### src/rtl/miriscv_loader_pkg.sv
//------------------------------------------------------------------------------
// Module      : miriscv_loader_pkg
// Description : Shared state encoding and helpers for the program loader.
// Revision    : 1.0 - initial release
//------------------------------------------------------------------------------
`default_nettype none

package miriscv_loader_pkg;

  localparam int STATE_W = 3;

  // Loader session states; the numeric values are visible on state_o.
  typedef enum logic [STATE_W-1:0] {
    ST_IDLE     = 3'd0,
    ST_LOAD     = 3'd1,
    ST_FLUSH    = 3'd2,
    ST_RUN      = 3'd3,
    ST_DONE     = 3'd4,
    ST_TIMEOUT  = 3'd5,
    ST_OVERFLOW = 3'd6
  } loader_state_e;

  // Reverse the byte order of a 32-bit word (endianness conversion).
  function automatic logic [31:0] byte_reverse(input logic [31:0] word);
    return {word[7:0], word[15:8], word[23:16], word[31:24]};
  endfunction

endpackage

`default_nettype wire

### src/rtl/miriscv_watchdog.sv
//------------------------------------------------------------------------------
// Module      : miriscv_watchdog
// Description : Saturating run-cycle counter with limit detection. "expired"
//               flags the cycle whose edge will make count equal the limit, so
//               the owner can leave RUN on the same edge the count lands.
// Revision    : 1.0 - initial release
//------------------------------------------------------------------------------
`default_nettype none

module miriscv_watchdog (
  input  logic        clk_i,
  input  logic        rst_n_i,
  input  logic        clear,
  input  logic        enable,
  input  logic [31:0] limit,
  output logic [31:0] count,
  output logic        expired
);

  logic [31:0] r_count;
  logic [31:0] w_next;

  // Saturate at all-ones rather than wrapping.
  assign w_next  = (r_count == 32'hFFFF_FFFF) ? r_count : r_count + 32'd1;
  assign expired = enable & ~clear & (w_next == limit);
  assign count   = r_count;

  // Counter: clear has priority, otherwise count while enabled.
  always_ff @(posedge clk_i) begin
    if (!rst_n_i) begin
      r_count <= '0;
    end else if (clear) begin
      r_count <= '0;
    end else if (enable) begin
      r_count <= w_next;
    end
  end

endmodule

`default_nettype wire

### src/rtl/miriscv_prog_loader.sv
//------------------------------------------------------------------------------
// Module      : miriscv_prog_loader
// Description : Streams a program into instruction RAM, releases the core
//               from reset, and waits for completion under a watchdog.
// Revision    : 1.0 - initial release
//------------------------------------------------------------------------------
`default_nettype none

module miriscv_prog_loader
  import miriscv_loader_pkg::*;
#(
  parameter  int RAM_SIZE       = 512,
  parameter  int TIMEOUT_CYCLES = 300,
  parameter  int BYTE_SWAP      = 0,
  localparam int ADDR_W         = $clog2(RAM_SIZE)
) (
  input  logic              clk_i,
  input  logic              rst_n_i,
  input  logic              start_i,
  input  logic              load_valid_i,
  input  logic [31:0]       load_data_i,
  input  logic              load_last_i,
  output logic              load_ready_o,
  output logic              mem_we_o,
  output logic [ADDR_W-1:0] mem_addr_o,
  output logic [31:0]       mem_wdata_o,
  output logic              core_rst_n_o,
  input  logic              done_i,
  input  logic [31:0]       result_i,
  output logic [2:0]        state_o,
  output logic [31:0]       result_o,
  output logic [31:0]       cycles_o
);

  loader_state_e     r_state;
  logic [ADDR_W-1:0] r_word_idx;
  logic              r_mem_we;
  logic [ADDR_W-1:0] r_mem_addr;
  logic [31:0]       r_mem_wdata;
  logic              r_core_rst_n;
  logic [31:0]       r_result;

  logic              w_handshake;
  logic              w_at_end;
  logic              w_overflow;
  logic              w_load_entry;
  logic              w_expired;
  logic [31:0]       w_wdata;

  assign w_handshake  = load_valid_i & (r_state == ST_LOAD);
  assign w_at_end     = (r_word_idx == ADDR_W'(RAM_SIZE - 1));
  // A non-final word arriving in the last RAM slot means the program does not fit.
  assign w_overflow   = w_handshake & ~load_last_i & w_at_end;
  assign w_load_entry = start_i & ((r_state == ST_IDLE) | (r_state == ST_DONE) |
                                   (r_state == ST_TIMEOUT) | (r_state == ST_OVERFLOW));

  if (BYTE_SWAP == 1) begin : g_swap
    assign w_wdata = byte_reverse(load_data_i);
  end else begin : g_pass
    assign w_wdata = load_data_i;
  end

  // Run-cycle counter, zeroed on both LOAD entry and RUN entry (from FLUSH).
  miriscv_watchdog u_watchdog (
    .clk_i   (clk_i),
    .rst_n_i (rst_n_i),
    .clear   (w_load_entry | (r_state == ST_FLUSH)),
    .enable  (r_state == ST_RUN),
    .limit   (32'(TIMEOUT_CYCLES)),
    .count   (cycles_o),
    .expired (w_expired)
  );

  // Session FSM with registered RAM write port, core reset and result.
  always_ff @(posedge clk_i) begin
    if (!rst_n_i) begin
      r_state      <= ST_IDLE;
      r_word_idx   <= '0;
      r_mem_we     <= 1'b0;
      r_mem_addr   <= '0;
      r_mem_wdata  <= '0;
      r_core_rst_n <= 1'b0;
      r_result     <= '0;
    end else begin
      r_mem_we <= 1'b0;
      case (r_state)
        ST_IDLE, ST_DONE, ST_TIMEOUT, ST_OVERFLOW: begin
          if (start_i) begin
            r_state    <= ST_LOAD;
            r_word_idx <= '0;
            r_result   <= '0;
          end
        end
        ST_LOAD: begin
          if (w_overflow) begin
            r_state <= ST_OVERFLOW;
          end else if (w_handshake) begin
            r_mem_we    <= 1'b1;
            r_mem_addr  <= r_word_idx;
            r_mem_wdata <= w_wdata;
            r_word_idx  <= r_word_idx + ADDR_W'(1);
            if (load_last_i) begin
              r_state <= ST_FLUSH;
            end
          end
        end
        ST_FLUSH: begin
          r_state      <= ST_RUN;
          r_core_rst_n <= 1'b1;
        end
        ST_RUN: begin
          // Completion wins over a watchdog expiry in the same cycle.
          if (done_i) begin
            r_state      <= ST_DONE;
            r_result     <= result_i;
            r_core_rst_n <= 1'b0;
          end else if (w_expired) begin
            r_state      <= ST_TIMEOUT;
            r_core_rst_n <= 1'b0;
          end
        end
        default: begin
          r_state      <= ST_IDLE;
          r_core_rst_n <= 1'b0;
        end
      endcase
    end
  end

  assign load_ready_o = (r_state == ST_LOAD);
  assign mem_we_o     = r_mem_we;
  assign mem_addr_o   = r_mem_addr;
  assign mem_wdata_o  = r_mem_wdata;
  assign core_rst_n_o = r_core_rst_n;
  assign state_o      = r_state;
  assign result_o     = r_result;

endmodule

`default_nettype wire

### config.mk
export PLATFORM = sky130hd
export DESIGN_NAME = miriscv_prog_loader
export DESIGN_NICKNAME = d
export VERILOG_FILES = /design/src/rtl/miriscv_loader_pkg.sv /design/src/rtl/miriscv_watchdog.sv /design/src/rtl/miriscv_prog_loader.sv
export SDC_FILE = /design/constraint.sdc
export NUM_CORES = 1
export LEC_CHECK = 0
export CAP_MARGIN = 20
export CELL_PAD_IN_SITES_DETAIL_PLACEMENT = 1
export CELL_PAD_IN_SITES_GLOBAL_PLACEMENT = 1
export CORE_MARGIN = 4
export CORE_UTILIZATION = 35
export CTS_BUF_LIST = sky130_fd_sc_hd__clkbuf_16
export DETAILED_ROUTE_END_ITERATION = 8
export HOLD_SLACK_MARGIN = 0.06
export PLACE_DENSITY_LB_ADDON = 0.1
export SYNTH_ARGS = -nofsm -noshare
export SYNTH_HDL_FRONTEND = slang
export SYNTH_HIERARCHICAL = 1
export SYNTH_SLANG_ARGS = --single-unit
### constraint.sdc
create_clock -name clk_i -period 3.54 [get_ports clk_i]
set_clock_uncertainty 0.1 [all_clocks]
set_input_delay 0.531 -clock clk_i [delete_from_list [all_inputs] [get_ports clk_i]]
set_output_delay 0.531 -clock clk_i [all_outputs]
set_load 0.02 [all_outputs]
**After elaboration in Yosys (flattened, before gate mapping)**

Index checks and enable logic that the tools add are counted.

- Add/subtract/negate cells: 2
- Equality and inequality tests: 16
- Multiplexer cells: 19
- Bitwise gates (word level): 16
- Reductions and logical operators: 12

Operators with widths:

| kind | count |
|---|---|
| 32-bit two-way mux | 3 |
| 32-bit one-hot mux with 2 select lines | 1 |
| 32-bit by 1-bit adder with 32-bit output, second input constant | 1 |
| 32-bit == test, second input constant | 1 |
| 32-bit by 9-bit == test with 1-bit output, second input constant | 1 |
| 9-bit two-way mux | 3 |
| 3-bit two-way mux | 6 |
| 9-bit one-hot mux with 2 select lines | 1 |
| 3-bit one-hot mux with 4 select lines | 1 |
| 9-bit by 1-bit adder with 9-bit output, second input constant | 1 |
| 3-bit == test, second input constant | 3 |
| 9-bit == test, second input constant | 1 |
| 4-bit AND reduction | 2 |
| 1-bit bitwise AND | 6 |
| 3-bit by 2-bit == test with 1-bit output, second input constant | 2 |
| 2-bit inequality test, second input constant | 3 |
| 1-bit inverter | 6 |
| 3-bit AND reduction | 2 |
| 5-bit OR reduction | 1 |
| 1-bit OR | 4 |
| 2-bit nonzero test | 2 |
| 4-bit OR reduction | 1 |
| 3-bit by 1-bit == test with 1-bit output, second input constant | 1 |
| 3-bit zero test | 1 |
| other kinds (9) | 11 |

- Bits in registers: 119
- Input bits: 70
- Output and inout bits: 111
- Word-level logic and storage cells: 73

**Depth between registers and ports, before layout**

Gate-level depths: netlist of the first run.

- Word-level depth: 12
- Gate-level depth with buffers: 14
- Mapped depth without buffers: 12

**Cells and area by module**

The synthesis of the first run kept the hierarchy.

By module, submodules not included:

| module | instances | cells an instance | area an instance (sq um) | seq. area each (sq um) |
|---|---|---|---|---|
| miriscv_prog_loader | 1 | 422 | 3394.5 | 1741.7 |
| miriscv_watchdog | 1 | 382 | 2930.3 | 640.6 |

**Worst setup path after synthesis of the first run**

OpenSTA, ideal clock, no wires.

- Path type: reg2reg
- Start point: register u_watchdog.r_count[0], in the netlist u_watchdog/count[0]
- End point: register r_core_rst_n, in the netlist core_rst_n_o
- Setup time: 0.128 ns
- Arrival: 3.072 ns
- Required time: 3.312 ns
- Setup slack: 0.240 ns
- Stages on the path, launching flop included: 14
- Path buffers: 1
- Clock period less this slack: 3.300 ns
- Cells stage by stage: dfxtp_1 ha_1 nand4_1 or4_4 buf_6 nor4_2 o21ai_1 a211oi_1 nand4_1 nor4_2 nor2_1 a21oi_1 a2bb2oi_1 nor2_1

- Longest elaborated chain between the ends: 6
- Elaborated cells between the ends (all ways): 7
- Those cells by class: add/sub: 1; eq/ne: 3; mux: 1; bitwise: 1; reduce/logical: 1

Ends and longest elaborated chain:

| item | line | text |
|---|---|---|
| start, declared | miriscv_watchdog.sv:20 | `logic [31:0] r_count;` |
| start signal, assigned | miriscv_watchdog.sv:35 | `r_count <= w_next;` |
| 32-bit by 1-bit adder with 32-bit output or 32-bit == test (tied branches) | miriscv_watchdog.sv:24 | `assign w_next = (r_count == 32'hFFFF_FFFF) ? r_count : r_count + 32'd1;` |
| 32-bit two-way mux * | miriscv_watchdog.sv:24 |  |
| 32-bit by 9-bit == test with 1-bit output * | miriscv_watchdog.sv:25 | `assign expired = enable & ~clear & (w_next == limit);` |
| 1-bit bitwise AND * | miriscv_watchdog.sv:25 |  |
| net w_expired | miriscv_prog_loader.sv:47 | `logic w_expired;` |
| 3-bit inequality test (no line) * | -- |  |
| 2-bit AND reduction (no line) * | -- |  |
| end signal, assigned | miriscv_prog_loader.sv:82 | `r_core_rst_n <= 1'b0;` |
| end signal, assigned | miriscv_prog_loader.sv:109 | `r_core_rst_n <= 1'b1;` |
| end signal, assigned | miriscv_prog_loader.sv:116 | `r_core_rst_n <= 1'b0;` |
| end, declared | miriscv_prog_loader.sv:40 | `logic r_core_rst_n;` |

The timed path passes the listed nets; every way through them passes the cells marked *.
A chain may end at the register's enable or synchronous reset.

**Worst setup path after layout of the first run**

- Start point: register u_watchdog.r_count[1], in the netlist u_watchdog/count[1]
- End point: register r_core_rst_n, in the netlist core_rst_n_o

The elaborated chain is that of the path after synthesis.

==> impl_metrics.ini, run 1 <==
[outcome]
status = complete, no violations

[worst_hold_path]
hold_path_depth = 2
holdPathEnd = result_o[21]
min_from = result_o[21]
hold_path_class = register to register

[setup_path]
critPathKind = register to register
crit_start = u_watchdog/count[1]
arrival_ns = 3.65
path_max_fanout = 5
r2r_start = u_watchdog/count[1]
r2r_end = core_rst_n_o
rr_worst_depth = 14
cp.required_ns = 3.72
start_kind = register
worstSetupEndpointType = register
r2r_slack_ns = 0.06

[clocking]
clkSlewWorstSetupHoldPaths_ns = 0.06
ctsLongestPathBuffers = 2
htree_levels = 4
tritoncts = yes
clkLatencyLatePin_ns = 0.42
clock_sinks = 119
cts-buffers-inserted = 17
ctsHoldBuffers = 0
cts-root-buf = clkbuf_16

[placement]
place_hpwl_um = 15700
io_buffers = 180
post-place-ws_ns = 0.115
dp.cells = 1250
place.gp.congestion = 0.846
placed_area_mm2 = 0.00869

[cells_and_area]
final_area_mm2 = 0.00947
drive_gt1_frac = 0.116
fin_nets = 1127
antenna_cells = 0
final_cells = 1292
synthToLayoutAreaGrowth_pct = 49.8

[grt]
grt_overflow = 0
grt_max_degree = 44
grt_pass1_vias = 6785
grt_pass1_wl_um = 35400
grt.total_usage = 0.215
antenna_found_initial = 0

[synthesis]
syn_area_mm2 = 0.00632
syn-instance-count = 804
yosysSeqAreaShare = 0.377
yosys.area.top_type = dfxtp_1
ys_ff_latch = 119
synth-async-reset-ratio = 0
synthFlopType = dfxtp_1
synth_top_area_share = 0.377
synth_cell_type_count = 77
avgSynthCellArea_um2 = 7.87
ys_warn_count = 6
synth_edf_count = 0
synth_area_leaders = dfxtp_1 (38%), nand2_1 (9.3%), a21oi_1 (7.8%), nand3_1 (4.4%), xnor2_1 (4.3%)

[routing]
dr.pass1.iters = 4
drc_errors = 0
drt_iter0_drc = 329
route.vias.total = 6721
wl_per_cell_um = 17.3
ant_nets = 0
via_per_inst = 5.20
wirelength_um = 22300

[power]
peakVddDrop_mv = 0.313
p_switching_mw = 0.879
cellPowerDensity_mw_per_mm2 = 379
leakage_nw = 3.40
comb_power_share = 0.101
pwr-share-clk = 0.516
intPower_mw = 2.71
finalPower_mw = 3.59
p_seq_frac = 0.384
switching_share = 0.245

[die]
io_pins = 181
dieArea_mm2 = 0.0203
coreArea_mm2 = 0.0175
rows = 48
die_h_um = 142
die_w_um = 142
initial_core_util = 0.362

[sta]
relSlewSlack = 0.544
min_period_ns = 3.48
setup_slack_ns = 0.0646
tightest_slew_ns = 0.685
max_freq_mhz = 288
maxSlewViolCount = 0
hold_viol_final = 0
whs_ns = 0.351
finalSetupViolCount = 0
rsz0062_at_grt = true
period_share = 0.982

[job]
drv_cap = 0
==> cells by family after synthesis <==
group | count (synthesis) | share of synthesized area
adders and majority gates | 3 | 0.00594
xor gates and xnor gates | 60 | 0.0855
DFF | 119 | 0.377
and+or+nand+nor | 361 | 0.288
muxes | 2 | 0.00336
AOI/OAI and AO/OA | 186 | 0.183
other | 2 | 0.00119
buffers and inverters | 71 | 0.0560
==> repair_timing <==
action / 4_1_cts / 5_1_grt
setup buffers: 0 / 9
endpoints found under the setup margin: 0 / 3
gates resized for setup: 0 / 19
==> routing by layer <==
layer  wire length [um]  GRT usage  vias to the layer above
li1                   -          -                     3277
met1              10100      0.278                     3216
met2              10600      0.357                      189
met3               1210     0.0454                       39
met4                485     0.0725                        0
met5                  0          0                        -
==> how the worst max path moves through the flow <==
stage                        end  slack, ns  cells after the start
finish              core_rst_n_o       0.06                     14
global route        core_rst_n_o      -0.10                     15
CTS                 core_rst_n_o       0.07                     13
detailed placement  core_rst_n_o       0.11                     13
global placement    core_rst_n_o       0.16                     13
floorplan           core_rst_n_o       0.24                     13
==> layout by cell type, fill, tap and decap left out, types with 9 or more instances in the layout <==
cell type        netlist  final
nand2_1              157    157
and4_1                12     12
clkdlybuf4s50_1        0    180
nor2_1                42     42
clkbuf_16              0     17
xnor2_1               31     31
nor3_1                10      9
a31oi_1               10     10
xor2_1                28     28
or3_1                 10     10
and3_1                12     11
a21oi_1               98     98
dfxtp_1              119    117
inv_1                 12     11
o21ai_0               24     21
conb_1                 2     56
buf_4                  5     49
nand3_1               56     55
nand4_1               16     16
==> metrics by stage <==
step | setup TNS [ns] | utilization
floorplan | 0 | -
global placement | 0 | 0.497
detailed placement | 0 | 0.497
CTS | 0 | 0.533
global route | -0.223 | 0.542
finish | 0 | 0.542
==> Yosys cell counts (2+ instances only) <==
library cell / instances
o211a_1: 2
buf_2: 24
o32ai_1: 3
a211oi_1: 8
o22ai_1: 2
and2_1: 5
o311ai_0: 4
nand4_1: 16
and4_1: 12
o221a_2: 3
xnor2_1: 31
o211ai_1: 2
nand2_1: 157
inv_1: 12
nand2b_1: 7
a21oi_1: 98
a31oi_1: 10
buf_6: 5
or2_2: 3
ha_1: 3
o31ai_1: 2
nand3_1: 56
xor2_1: 28
a31o_2: 2
conb_1: 2
or4_1: 2
o221ai_1: 2
and3_1: 12
a2bb2oi_1: 2
nor3_1: 10
nor2b_1: 3
nor4_2: 2
nor3b_1: 4
buf_4: 5
nor2_1: 42
o21a_1: 2
nand3b_1: 3
dfxtp_1: 119
clkbuf_1: 23
a311oi_1: 4
nor4_1: 4
or3_1: 10
o21ai_0: 24
==> power by group through the flow <==
stage	Clock [mW]	Sequential [mW]	Combinational, mW
detailed placement	0	1.41	0.355
floorplan	0	1.43	0.165
finish	1.85	1.38	0.361
global placement	0	1.41	0.353
CTS	1.90	1.38	0.358
global route	1.97	1.38	0.395
==> sequential cells by signal (all words and copies together) (netlist names) <==
name              flops
r_word_idx            9
core_rst_n_o          1
mem_we_o              1
state_o               3
mem_wdata_o          32
u_watchdog/count     32
mem_addr_o            9
result_o             32
==> cell type report <==
cell class	count	area, um^2
clock buffers	17	425
fillers	2138	8000
clock inverters	15	203
flip-flops and latches	119	2390
multi-input cells	668	3850
repair buffers	236	2280
inverters	12	45.0
well taps	225	282
==> critical path, stage by stage, from the launching register on <==
cell	delay (ns)
dfxtp_4	0.38
ha_4	0.13
nand4_1	0.21
or4_4	0.62
buf_2	0.20
a211oi_1	0.26
o221ai_1	0.16
nor4_1	0.20
nand4_1	0.16
nor4_2	0.35
buf_4	0.18
nor2_1	0.04
a21oi_1	0.12
a2bb2oi_1	0.17
nor2_1	0.05
No activity file was read; power rests on OpenSTA's default activity.
==> run 2, diff against run 1 <==
ABC_CLOCK_PERIOD_IN_PS = 3540   (was unset)
==> results of run 2 <==
No change in the layout: final DEF, timing and power equal those of run 1.
